### src/rtl/rotate_pkg.sv
// Shared command and state encodings for the rotating chase-display sequencer.
package rotate_pkg;

    typedef enum logic [1:0] {
        OP_START = 2'd0,
        OP_PAUSE = 2'd1,
        OP_STOP  = 2'd2,
        OP_RATE  = 2'd3
    } cmd_op_e;

    typedef enum logic [1:0] {
        IDLE   = 2'd0,
        RUN    = 2'd1,
        PAUSE  = 2'd2,
        HOMING = 2'd3
    } seq_state_e;

endpackage

### src/rtl/rate_divider.sv
// Step-rate divider: holds the programmed clocks-per-step and flags the terminal count.
module rate_divider #(
    parameter int unsigned      DIV_W        = 24,
    parameter logic [DIV_W-1:0] DEFAULT_RATE = DIV_W'(50)
) (
    input  logic             clk,
    input  logic             reset,
    input  logic             advance,
    input  logic             clear,
    input  logic             rate_we,
    input  logic [DIV_W-1:0] rate_wdata,
    output logic             tick_c
);

    logic [DIV_W-1:0] count_q, count_d;
    logic [DIV_W-1:0] rate_q, rate_d;

    // rate_q is never zero, so rate_q-1 cannot underflow
    always_comb begin
        tick_c  = advance && (count_q >= (rate_q - DIV_W'(1)));
        count_d = count_q;
        rate_d  = rate_q;
        if (clear) begin
            count_d = '0;
        end else if (tick_c) begin
            count_d = '0;
        end else if (advance) begin
            count_d = count_q + DIV_W'(1);
        end
        if (rate_we) begin
            rate_d = (rate_wdata == '0) ? DIV_W'(1) : rate_wdata;
        end
    end

    always_ff @(posedge clk or posedge reset) begin
        if (reset) begin
            count_q <= '0;
            rate_q  <= DEFAULT_RATE;
        end else begin
            count_q <= count_d;
            rate_q  <= rate_d;
        end
    end

endmodule

### src/rtl/rotate_sequencer.sv
// Command-driven sequencer for the rotating 7-segment chase: owns run state,
// direction and digit position, and drives the active-low digit enables.
module rotate_sequencer
    import rotate_pkg::*;
#(
    parameter int unsigned      NUM_DIGITS   = 7,
    parameter int unsigned      DIV_W        = 24,
    parameter logic [DIV_W-1:0] DEFAULT_RATE = DIV_W'(50)
) (
    input  logic                          clk,
    input  logic                          reset,
    input  logic                          cmd_valid,
    output logic                          cmd_ready,
    input  logic [1:0]                    cmd_op,
    input  logic                          cmd_dir,
    input  logic [DIV_W-1:0]              cmd_data,
    output logic                          en,
    output logic                          cw,
    output logic [$clog2(NUM_DIGITS)-1:0] pos,
    output logic [NUM_DIGITS-1:0]         digit_an,
    output logic                          step,
    output logic                          lap_done,
    output logic                          busy
);

    localparam int unsigned          POS_W    = $clog2(NUM_DIGITS);
    localparam logic [POS_W-1:0]     POS_LAST = POS_W'(NUM_DIGITS - 1);

    seq_state_e            state_q, state_d;
    logic                  cw_q, cw_d;
    logic [POS_W-1:0]      pos_q, pos_d;
    logic [NUM_DIGITS-1:0] digit_an_q, digit_an_d;
    logic                  en_q, en_d;
    logic                  step_q, step_d;
    logic                  lap_done_q, lap_done_d;
    logic                  busy_q, busy_d;
    logic                  cmd_ready_q, cmd_ready_d;

    logic                  accept_c;
    logic                  tick_c;
    cmd_op_e               op_c;

    assign accept_c = cmd_valid && cmd_ready_q;
    assign op_c     = cmd_op_e'(cmd_op);

    rate_divider #(
        .DIV_W        (DIV_W),
        .DEFAULT_RATE (DEFAULT_RATE)
    ) u_rate_divider (
        .clk        (clk),
        .reset      (reset),
        .advance    ((state_q == RUN) || (state_q == HOMING)),
        .clear      (state_q == IDLE),
        .rate_we    (accept_c && (op_c == OP_RATE)),
        .rate_wdata (cmd_data),
        .tick_c     (tick_c)
    );

    // A step always uses the pre-command direction; commands only affect cw_d.
    always_comb begin
        state_d = state_q;
        cw_d    = cw_q;
        pos_d   = pos_q;

        if (tick_c) begin
            if (cw_q) begin
                pos_d = (pos_q == POS_LAST) ? '0 : pos_q + POS_W'(1);
            end else begin
                pos_d = (pos_q == '0) ? POS_LAST : pos_q - POS_W'(1);
            end
        end

        unique case (state_q)
            IDLE: begin
                if (accept_c && (op_c == OP_START)) begin
                    state_d = RUN;
                    cw_d    = cmd_dir;
                    pos_d   = '0;
                end
            end
            RUN: begin
                if (accept_c) begin
                    unique case (op_c)
                        OP_START: cw_d    = cmd_dir;
                        OP_PAUSE: state_d = PAUSE;
                        OP_STOP:  state_d = (pos_d == '0) ? IDLE : HOMING;
                        default:  state_d = RUN;
                    endcase
                end
            end
            PAUSE: begin
                if (accept_c) begin
                    unique case (op_c)
                        OP_START: begin
                            state_d = RUN;
                            cw_d    = cmd_dir;
                        end
                        OP_STOP:  state_d = (pos_d == '0) ? IDLE : HOMING;
                        default:  state_d = PAUSE;
                    endcase
                end
            end
            HOMING: begin
                if (tick_c && (pos_d == '0)) begin
                    state_d = IDLE;
                end
            end
            default: state_d = IDLE;
        endcase

        en_d        = (state_d != IDLE);
        busy_d      = (state_d != IDLE);
        cmd_ready_d = (state_d != HOMING);
        step_d      = tick_c;
        lap_done_d  = tick_c && (pos_d == '0);

        for (int i = 0; i < int'(NUM_DIGITS); i++) begin
            digit_an_d[i] = !(en_d && (i == (int'(NUM_DIGITS) - 1 - int'(pos_d))));
        end
    end

    always_ff @(posedge clk or posedge reset) begin
        if (reset) begin
            state_q     <= IDLE;
            cw_q        <= 1'b1;
            pos_q       <= '0;
            digit_an_q  <= '1;
            en_q        <= 1'b0;
            step_q      <= 1'b0;
            lap_done_q  <= 1'b0;
            busy_q      <= 1'b0;
            cmd_ready_q <= 1'b1;
        end else begin
            state_q     <= state_d;
            cw_q        <= cw_d;
            pos_q       <= pos_d;
            digit_an_q  <= digit_an_d;
            en_q        <= en_d;
            step_q      <= step_d;
            lap_done_q  <= lap_done_d;
            busy_q      <= busy_d;
            cmd_ready_q <= cmd_ready_d;
        end
    end

    assign cmd_ready = cmd_ready_q;
    assign en        = en_q;
    assign cw        = cw_q;
    assign pos       = pos_q;
    assign digit_an  = digit_an_q;
    assign step      = step_q;
    assign lap_done  = lap_done_q;
    assign busy      = busy_q;

endmodule

### config.mk
export PLATFORM = sky130hd
export DESIGN_NAME = rotate_sequencer
export DESIGN_NICKNAME = d
export VERILOG_FILES = /design/src/rtl/rotate_pkg.sv /design/src/rtl/rate_divider.sv /design/src/rtl/rotate_sequencer.sv
export SDC_FILE = /design/constraint.sdc
export NUM_CORES = 1
export LEC_CHECK = 0
export ABC_AREA = 1
export CAP_MARGIN = 20
export CORE_MARGIN = 8
export CORE_UTILIZATION = 40
export DETAILED_ROUTE_END_ITERATION = 6
export PLACE_DENSITY_LB_ADDON = 0.1
export SYNTH_ARGS = -nofsm -noshare
export SYNTH_HDL_FRONTEND = slang
export SYNTH_HIERARCHICAL = 1
export SYNTH_SLANG_ARGS = --single-unit
export TNS_END_PERCENT = 30
### constraint.sdc
create_clock -name clk -period 4 [get_ports clk]
set_input_delay 0.4 -clock clk [delete_from_list [all_inputs] [get_ports clk]]
set_output_delay 0.4 -clock clk [all_outputs]
set_load 0.03 [all_outputs]
Word level (Yosys, flattened, before mapping)

Cells that the tools add are included.

Bits in registers: 65
Bits in latches: 0
Memory bits (writable): 0
ROM bits: 0
Bits of input ports: 30
Output and inout port bits: 16
Word-level logic and storage cells: 88
Memories: 0

$add $sub $neg: 5
Multiply operators: 0
Divide/modulo/power cells: 0
Order comparisons: 1
Equal/unequal tests: 17
Shifts and indexed selects: 0
Muxes and demuxes: 22
Bitwise gates (word level): 0
Reduce and logical (&&, ||, !) cells: 33

Operator list:

| operator                                                                | number |
|---|---|
| 24-bit 2-to-1 mux                                                       | 4 |
| 32-bit logical NOT                                                      | 1 |
| 24-bit by 1-bit adder with 24-bit output, second input constant         | 1 |
| 24-bit greater-or-equal comparator                                      | 1 |
| 24-bit logical NOT                                                      | 1 |
| 24-bit by 1-bit subtractor with 24-bit output, second input constant    | 1 |
| 3-bit 2-to-1 mux                                                        | 6 |
| 1-bit logical AND                                                       | 13 |
| 4-bit equality test, first input constant                               | 3 |
| 2-bit 2-to-1 mux                                                        | 5 |
| 3-bit logical NOT                                                       | 3 |
| 2-bit equality test, second input constant                              | 4 |
| 3-bit by 4-bit equality test with 1-bit output, first input constant    | 2 |
| 2-bit case mux with 4 select lines                                      | 1 |
| 1-bit logical NOT                                                       | 7 |
| 2-bit case mux with 3 select lines                                      | 1 |
| 2-bit by 1-bit equality test with 1-bit output, second input constant   | 2 |
| 2-bit by 4-bit equality test with 1-bit output, first input constant    | 1 |
| 2-bit logical NOT                                                       | 2 |
| 2-bit by 1-bit inequality test with 1-bit output, second input constant | 2 |
| 2-bit inequality test, second input constant                            | 2 |
| 2-bit case mux with 2 select lines                                      | 1 |
| 4-bit AND reduction                                                     | 1 |
| 2-bit nonzero test                                                      | 2 |
| other kinds (9)                                                         | 11 |

Logic depth before layout (Yosys ltp)

Gate-level depths: netlist (run 1).

Depth in word-level cells: 12
Mapped depth: 34
Mapped depth without buffers: 33

Modules after synthesis

Netlist (run 1), hierarchy kept.

Modules (own cells, without submodules):

| module           | times used | cells each | area an instance (um2) | seq. area each (um2) |
|---|---|---|---|---|
| rate_divider     | 1          | 549        | 3837.4                 | 1204.9 |
| rotate_sequencer | 1          | 149        | 1077.3                 | 436.7 |

Least setup slack after synthesis (run 1)

Ideal clock, no wire load.

Path type: register to register
Start: register u_rate_divider.rate_q[1]
End: register busy_q, in the netlist busy
Library setup time: 0.142 ns
Arrival: 3.380 ns
Data required time: 3.858 ns
Path slack: 0.478 ns
Cell stages (with the launch flop): 31
Buffers on the path: 1
Clock period less this slack: 3.522 ns
Path through: dfstp_2 > clkinv_1 > ha_1 > nand2_2 > nor2_8 > nand3_4 > nor3_4 > nand2_1 > xor2_1 > inv_1 > ha_1 > nand2_1 > nor2_1 > nand4_1 > nor2_1 > nand2_1 > nand2_1 > nand2_4 > buf_6 > inv_1 > inv_1 > nor2_1 > a21oi_1 > nor2_2 > nand2_2 > nand2_2 > nand2_1 > a21oi_2 > nand2_1 > nand2_2 > nand3_4

Word-level cells in the longest chain between the ends: 10
Elaborated cells on any way between the ends: 14
Classes of those cells: add/sub: 1; order compare: 1; mux: 8; reduce/logical: 4

RTL lines:

| item                                                                                     | RTL line                                                                | source |
|---|---|---|
| start: declaration                                                                       | rate_divider.sv:16                                                      | `logic [DIV_W-1:0] rate_q, rate_d;` |
| start signal: assignment                                                                 | rate_divider.sv:41                                                      | `rate_q <= rate_d;` |
| 24-bit by 1-bit subtractor with 24-bit output (*)                                        | rate_divider.sv:20                                                      | `tick_c = advance && (count_q >= (rate_q - DIV_W'(1)));` |
| 24-bit greater-or-equal comparator (*)                                                   | rate_divider.sv:20                                                      |  |
| 1-bit logical AND (*)                                                                    | rate_divider.sv:20                                                      |  |
| via step_d                                                                               | rotate_sequencer.sv:34                                                  | `logic step_q, step_d;` |
| 3-bit 2-to-1 mux                                                                         | rotate_sequencer.sv:65                                                  | `if (tick_c) begin` |
| 3-bit logical NOT                                                                        | rotate_sequencer.sv:86, rotate_sequencer.sv:98, rotate_sequencer.sv:104 |  |
| 2-bit 2-to-1 mux                                                                         | rotate_sequencer.sv:86, rotate_sequencer.sv:98                          |  |
| 2-bit case mux with 3 select lines or 2-bit case mux with 2 select lines (tied branches) | rotate_sequencer.sv:83, rotate_sequencer.sv:93                          |  |
| 2-bit 2-to-1 mux (on tied branches)                                                      | rotate_sequencer.sv:82, rotate_sequencer.sv:92                          |  |
| 2-bit case mux with 4 select lines (*)                                                   | rotate_sequencer.sv:73                                                  | `unique case (state_q)` |
| 2-bit nonzero test (*)                                                                   | rotate_sequencer.sv:112                                                 | `busy_d = (state_d != IDLE);` |
| via busy_d                                                                               | rotate_sequencer.sv:36                                                  | `logic busy_q, busy_d;` |
| end signal: assignment                                                                   | rotate_sequencer.sv:141                                                 | `busy_q <= busy_d;` |
| end: declaration                                                                         | rotate_sequencer.sv:36                                                  |  |

The timed path passes the listed nets; every way through them passes the cells marked *.
A chain may end at the register's enable or synchronous reset.

Worst setup path after layout (run 1)

Start: register u_rate_divider.rate_q[8]
End: register digit_an_q[2], in the netlist digit_an[2]

Word-level cells in the longest chain between the ends: 12
Elaborated cells on any way between the ends: 20
Classes of those cells: add/sub: 2; order compare: 1; eq/ne: 1; mux: 10; reduce/logical: 6

RTL lines:

| item                                                                                     | RTL line                                                                | source |
|---|---|---|
| 24-bit by 1-bit subtractor with 24-bit output (*)                                        | rate_divider.sv:20                                                      |  |
| 24-bit greater-or-equal comparator (*)                                                   | rate_divider.sv:20                                                      |  |
| 1-bit logical AND (*)                                                                    | rate_divider.sv:20                                                      |  |
| via step_d                                                                               | rotate_sequencer.sv:34                                                  |  |
| 3-bit 2-to-1 mux                                                                         | rotate_sequencer.sv:65                                                  |  |
| 3-bit logical NOT                                                                        | rotate_sequencer.sv:86, rotate_sequencer.sv:98, rotate_sequencer.sv:104 |  |
| 2-bit 2-to-1 mux                                                                         | rotate_sequencer.sv:86, rotate_sequencer.sv:98                          |  |
| 2-bit case mux with 3 select lines or 2-bit case mux with 2 select lines (tied branches) | rotate_sequencer.sv:83, rotate_sequencer.sv:93                          |  |
| 2-bit 2-to-1 mux (on tied branches)                                                      | rotate_sequencer.sv:82, rotate_sequencer.sv:92                          |  |
| 2-bit case mux with 4 select lines (*)                                                   | rotate_sequencer.sv:73                                                  |  |
| 2-bit nonzero test (*)                                                                   | -                                                                       |  |
| via busy_d                                                                               | rotate_sequencer.sv:36                                                  |  |
| 1-bit logical AND (*)                                                                    | rotate_sequencer.sv:118                                                 | `digit_an_d[i] = !(en_d && (i == (int'(NUM_DIGITS) - 1 - int'(pos_d))));` |
| 1-bit logical NOT (*)                                                                    | rotate_sequencer.sv:118                                                 |  |
| via digit_an_d[2]                                                                        | rotate_sequencer.sv:32                                                  | `logic [NUM_DIGITS-1:0] digit_an_q, digit_an_d;` |
| end signal: assignment                                                                   | rotate_sequencer.sv:137                                                 | `digit_an_q <= digit_an_d;` |
| end: declaration                                                                         | rotate_sequencer.sv:32                                                  |  |

Marks and branches as above.

==> key figures, run 1 <==
CTS
  • Clock Path Buffers: 2
  • CTS tree: done
  • CTS sink cnt: 65
  • CTS root buf: clkbuf_16
  • Clock transition at path regs: 0.06 ns
  • Worst skew pair latency: 0.33 ns
  • Num CTS Buffers: 9
  • H-tree depth: 3

Final layout
  • # diodes: 0
  • Most common cell after layout, fill and taps aside: nand2_1
  • Most frequent cells in the layout: nand2_1, inv_1, nor2_1
  • Area Growth Syn to Fin: 20.4%
  • Nets: 816
  • Fraction of layout cells with a size suffix above 1: 14.2%
  • Non-Filler Instances: 903

Critical path
  • Crit path kind: reg -> reg
  • Crit path max fanout: 8
  • Crit path launch type: register
  • R2r setup slk: 0.30 ns
  • Cell mode on critical path: nand2_1
  • Worst path slowest cell: dfrtp_1
  • Worst Path Arrival: 3.97 ns
  • Crit. End Element: register
  • Req. time, crit path: 4.27 ns
  • Crit-path max cell delay: 0.38 ns

Routing
  • Final WL: 11.9 mm
  • Detail Route Antenna Nets: 0
  • Initial DRC count: 226
  • Drt wl/cell: 13.2 um
  • First-pass detailed-route iteration total: 4
  • Post-DR vias/cell: 4.79
  • Number of remaining DRC errors: 0
  • Via count: 4325

Global routing
  • Initial antenna violation count: 0
  • GR Util All Layers: 15.6%
  • Vias in the first global route: 4231
  • Pin count of the biggest net entering global routing: 49
  • First-pass GRT wire length: 20.5 mm
  • Total congestion overflow: 0

Floorplan
  • Die area: 0.0161 mm^2
  • Initial core utilization: 40.9%
  • Boundary Pins: 46
  • Cell Rows: 40
  • CORE AREA: 0.0120 mm^2
  • Die X: 127 um
  • Die height: 127 um

Place
  • PortBufs: 45
  • Detailed placer's ending HPWL: 9.39 mm
  • Placed insts: 880
  • RD Place Congestion: 0.857

Power and ir drop
  • Overall power: 3.02 mW
  • Leak Pwr: 2.88 nW
  • Power per cell area: 511 mW/mm^2
  • VDD IR max: 0.385 mV

STA
  • Worst slew pin tran: 1.03 ns
  • Fmax: 270 MHz
  • Slew headroom: 31.6%
  • Final Max Tran Viols: 0
  • # setup viols final: 0
  • Setup_tns: 0 ns
  • Period utilization: 92.5%
  • Final Hold Viols: 0
  • Min Tclk post-route: 3.70 ns
  • Max Clock Skew: 0.00548 ns

Synth
  • Seq/Total Area, Yosys: 33.4%
  • Post-Syn Instances: 698
  • Distinct cell type count after synthesis: 37
  • Synth Net Count: 763
  • Synth Register Bits: 65
  • Synth Cell Area: 0.00491 mm^2
  • Avg Cell Area, Syn: 7.04 um^2
  • Yosys warns: 6

Job
  • Max_cap viols: 0

Worst hold path
  • Worst Hold Class: in -> async

Outcome
  • Outcome: complete, no violations
==> path summary, 6_finish.rpt <==
kind                                           from                   endpoint  cells past startpoint
max                        u_rate_divider/rate_q[8]                digit_an[2]                     29
min                                           reset  u_rate_divider/count_q[6]                      2
max reg2reg                u_rate_divider/rate_q[8]                digit_an[2]                     29
min reg2reg                u_rate_divider/rate_q[4]   u_rate_divider/rate_q[4]                      2
max in group asynchronous                     reset   u_rate_divider/rate_q[5]                      3
min in group clk           u_rate_divider/rate_q[4]   u_rate_divider/rate_q[4]                      2
==> worst max-delay path: cells and delay by family, from the launching register on <==
| kind | cells | cell delay [ns] |
|---|---|---|
| buf+inv | 5 | 0.46 |
| flops | 1 | 0.38 |
| fa+ha+maj | 1 | 0.29 |
| compound gates | 1 | 0.09 |
| xor+xnor | 1 | 0.17 |
| simple gates | 21 | 2.22 |
==> registers in the layout (all words and copies together) (netlist names) <==
name                    flops
busy                        1
cmd_ready                   1
cw                          1
digit_an                    7
lap_done                    1
pos                         3
state_q                     2
step                        1
u_rate_divider/count_q     24
u_rate_divider/rate_q      24
==> through the flow <==
step / utilization [%] / area [um^2] / hold slack [ns] / setup slack (ns)
floorplan: - / 4910 / 0.320 / 0.478
global placement: 45.8 / 5500 / 0.515 / 0.320
detailed placement: 45.8 / 5500 / 0.522 / 0.0799
CTS: 48.3 / 5800 / 0.529 / 0.0506
global route: 49.3 / 5920 / 0.495 / -0.0241
finish: 49.3 / 5920 / 0.455 / 0.302
==> kinds of logic (layout without fill, tap and decap cells) <==
group	after synthesis	after routing	share of synthesized area [%]
AND/OR/NAND/NOR	403	403	37.7
buffers and inverters	110	168	8.81
XOR/XNOR	28	28	4.99
AO/OA/AOI/OAI	57	57	6.19
flip-flops	65	65	33.4
adder cells (fa/ha/maj)	35	35	8.91
==> report_power, final <==
group | switching, mW | internal (mW)
Combinational | 0.840 | 0.434
Sequential | 0.135 | 0.823
Clock | 0.294 | 0.497
==> per-layer routing <==
layer  global-route usage (%)  vias to the layer above  part of all wire [%]
met5                        0                        -                     0
met2                     23.7                       55                    44
met3                     3.48                        6                   3.6
met4                     4.41                        0                  0.55
li1                         -                     2271                     -
met1                     21.7                     1993                    52
==> repair_timing <==
| item | CTS | global route |
|---|---|---|
| hold buffers | 0 | 0 |
| endpoints found under the hold margin | 0 | 0 |
| buffers inserted | 0 | 6 |
| endpoints found under the setup margin | 0 | 11 |
| gates resized for setup | 0 | 16 |
==> cell usage after synthesis, drive strengths merged <==
| library cell | count | area share [%] |
|---|---|---|
| dfrtp | 53 | 27 |
| nand2 | 246 | 20 |
| nand4 | 8 | 1.0 |
| inv | 97 | 7.4 |
| or2 | 2 | 0.25 |
| a211oi | 1 | 0.15 |
| xnor2 | 4 | 0.71 |
| o21ai | 27 | 2.7 |
| o21a | 1 | 0.15 |
| a21oi | 22 | 2.3 |
| nor3 | 13 | 1.9 |
| clkinv | 1 | 0.076 |
| buf | 5 | 0.79 |
| nor4 | 4 | 0.64 |
| xor2 | 24 | 4.3 |
| a31oi | 4 | 0.51 |
| a21o | 2 | 0.31 |
| clkbuf | 7 | 0.53 |
| nor2 | 103 | 10 |
| dfstp | 12 | 6.4 |
| ha | 35 | 8.9 |
| nand3 | 27 | 3.7 |
==> final cells by class <==
type / instances / area (um^2)
multi-input cells: 523 / 2900
clock buffers: 11 / 243
clock inverters: 5 / 55.1
well taps: 147 / 184
inverters: 98 / 368
fillers: 1203 / 6090
flip-flops and latches: 65 / 1640
repair buffers: 54 / 531
Power figures use the tool's default switching activity.
==> run 2: changes to the inputs <==
--- a/config.mk
+++ b/config.mk
@@ -10,7 +10,7 @@
 export CORE_MARGIN = 8
 export CORE_UTILIZATION = 40
 export DETAILED_ROUTE_END_ITERATION = 6
-export PLACE_DENSITY_LB_ADDON = 0.1
+export PLACE_DENSITY = 0.61
 export SYNTH_ARGS = -nofsm -noshare
 export SYNTH_HDL_FRONTEND = slang
 export SYNTH_HIERARCHICAL = 1
==> run 2 against run 1 <==
Net effect:
- sequential share of layout area is essentially flat
- combinational power hardly changed
- power grew 1.4%
- clock skew increased by 0.00094 ns
- cell count decreased by 0.44%
- sequential cell count unchanged
- via count shrank 0.32%
- critical path depth grew 2
- maximum frequency grew 0.79%
- count of clock-buffer cells in the layout up 1
- hold slack gained 0.036 ns
- routed wire length down 1.6%
- critical path type unchanged
- largest cell class unchanged
- largest power group unchanged
- highest routed layer unchanged
==> key figures, run 2 (same netlist as run 1, synthesis figures left out) <==
STA
  • Hold WS: 0.491 ns
  • Period utilization: 91.7%
  • Max Clock Skew: 0.00641 ns
  • Worst slew pin tran: 0.960 ns
  • Fmax: 273 MHz
  • Slew headroom: 35.9%
  • # setup viols final: 0
  • Final Max Tran Viols: 0
  • Final Hold Viols: 0
  • Min Tclk post-route: 3.67 ns
  • Final worst slack: 0.331 ns

Final layout
  • Most common cell after layout, fill and taps aside: nand2_1
  • Non-Filler Instances: 899
  • Final instance area: 0.00592 mm^2
  • Fraction of layout cells with a size suffix above 1: 13.8%
  • Nets: 812
  • # diodes: 0
  • Most frequent cells in the layout: nand2_1, inv_1, nor2_1
  • Fill count: 1181
  • Area Growth Syn to Fin: 20.4%

Critical path
  • Crit path kind: reg -> reg
  • Worst Path Arrival: 3.93 ns
  • Worst path slowest cell: dfrtp_1
  • Crit path max fanout: 8
  • Req. time, crit path: 4.27 ns
  • Crit-path max cell delay: 0.43 ns
  • Cell mode on critical path: nand2_1
  • Crit path launch type: register
  • R2r setup slk: 0.33 ns
  • Crit. End Element: register

Worst hold path
  • Worst Hold Class: in -> async

Global routing
  • Vias in the first global route: 4228
  • Pin count of the biggest net entering global routing: 49
  • GR Util All Layers: 15.3%
  • First-pass GRT wire length: 20.0 mm
  • Total congestion overflow: 0
  • Initial antenna violation count: 0

Place
  • Placed insts: 880
  • PortBufs: 45
  • Detailed placer's ending HPWL: 9.16 mm
  • Worst slack, placed: 0.150 ns
  • RD Place Congestion: 0.893
  • Post-Place Cell Area: 0.00550 mm^2

CTS
  • Clock transition at path regs: 0.05 ns
  • Clock Path Buffers: 2
  • Worst skew pair latency: 0.34 ns
  • H-tree depth: 3
  • CTS tree: done
  • Hold buffers post-CTS: 0
  • CTS sink cnt: 65
  • CTS root buf: clkbuf_16
  • Num CTS Buffers: 9

Floorplan
  • Die area: 0.0161 mm^2
  • Boundary Pins: 46
  • Die height: 127 um
  • Cell Rows: 40
  • Die X: 127 um
  • Initial core utilization: 40.9%
  • CORE AREA: 0.0120 mm^2

Power and ir drop
  • Power per cell area: 518 mW/mm^2
  • VDD IR max: 0.327 mV
  • Leak Pwr: 2.88 nW

Routing
  • First-pass detailed-route iteration total: 4
  • Detail Route Antenna Nets: 0
  • Post-DR vias/cell: 4.80
  • Final WL: 11.8 mm
  • Via count: 4311
  • Drt wl/cell: 13.1 um
  • Number of remaining DRC errors: 0
  • Initial DRC count: 267

Outcome
  • Outcome: complete, no violations

Job
  • Max_cap viols: 0
-- run 2: power breakdown --
| group | switching (mW) | total, mW | internal (mW) |
|---|---|---|---|
| logic | 0.838 | 1.27 | 0.433 |
| clock network | 0.288 | 0.820 | 0.532 |
| registers | 0.150 | 0.974 | 0.824 |
-- run 2: path summary, 6_finish.rpt --
path | from | endpoint | cells after the start
max | u_rate_divider/rate_q[3] | digit_an[4] | 31
min | reset | u_rate_divider/rate_q[2] | 2
max reg2reg | u_rate_divider/rate_q[3] | digit_an[4] | 31
min reg2reg | u_rate_divider/rate_q[4] | u_rate_divider/rate_q[4] | 2
max in group asynchronous | reset | u_rate_divider/count_q[4] | 3
min in group clk | u_rate_divider/rate_q[4] | u_rate_divider/rate_q[4] | 2
-- run 2: metrics by stage --
step           setup TNS [ns]  util, %  power, mW
3_3_place_gp                0     45.8       2.18
4_1_cts                     0     48.5       3.04
2_1_floorplan               0        -       1.85
5_1_grt               -0.0819     49.3       3.30
3_5_place_dp                0     45.8       2.20
6_report                    0     49.3       3.07
-- run 2: timing repair --
| item | CTS | global route |
|---|---|---|
| endpoints found under the setup margin | 0 | 11 |
| setup buffers | 0 | 2 |
| gates resized for setup | 0 | 17 |
-- run 2: routing by layer --
| metal | track usage (%) | up-vias | share of wire (%) |
|---|---|---|---|
| met5 | 0 | - | 0 |
| met4 | 6.65 | 0 | 1.9 |
| met3 | 2.97 | 16 | 3.5 |
| met2 | 23.4 | 82 | 44 |
| met1 | 20.4 | 1954 | 50 |
| li1 | - | 2259 | - |
-- run 2: layout make-up --
type	count	area (um^2)	area share, %
clock inverters	4	50.0	0.845
inverters	98	372	6.28
flip-flops and latches	65	1640	27.8
well taps	147	184	3.11
repair buffers	50	500	8.45
clock buffers	12	267	4.50
multi-input cells	523	2900	49.1
-- run 2: worst max-delay path: cells and delay by family, from the launching register on --
kind / cells / cell delay (ns)
fa+ha+maj: 1 / 0.29
buf+inv: 5 / 0.38
compound gates: 2 / 0.39
simple gates: 22 / 1.96
xor+xnor: 1 / 0.16
flops: 1 / 0.43
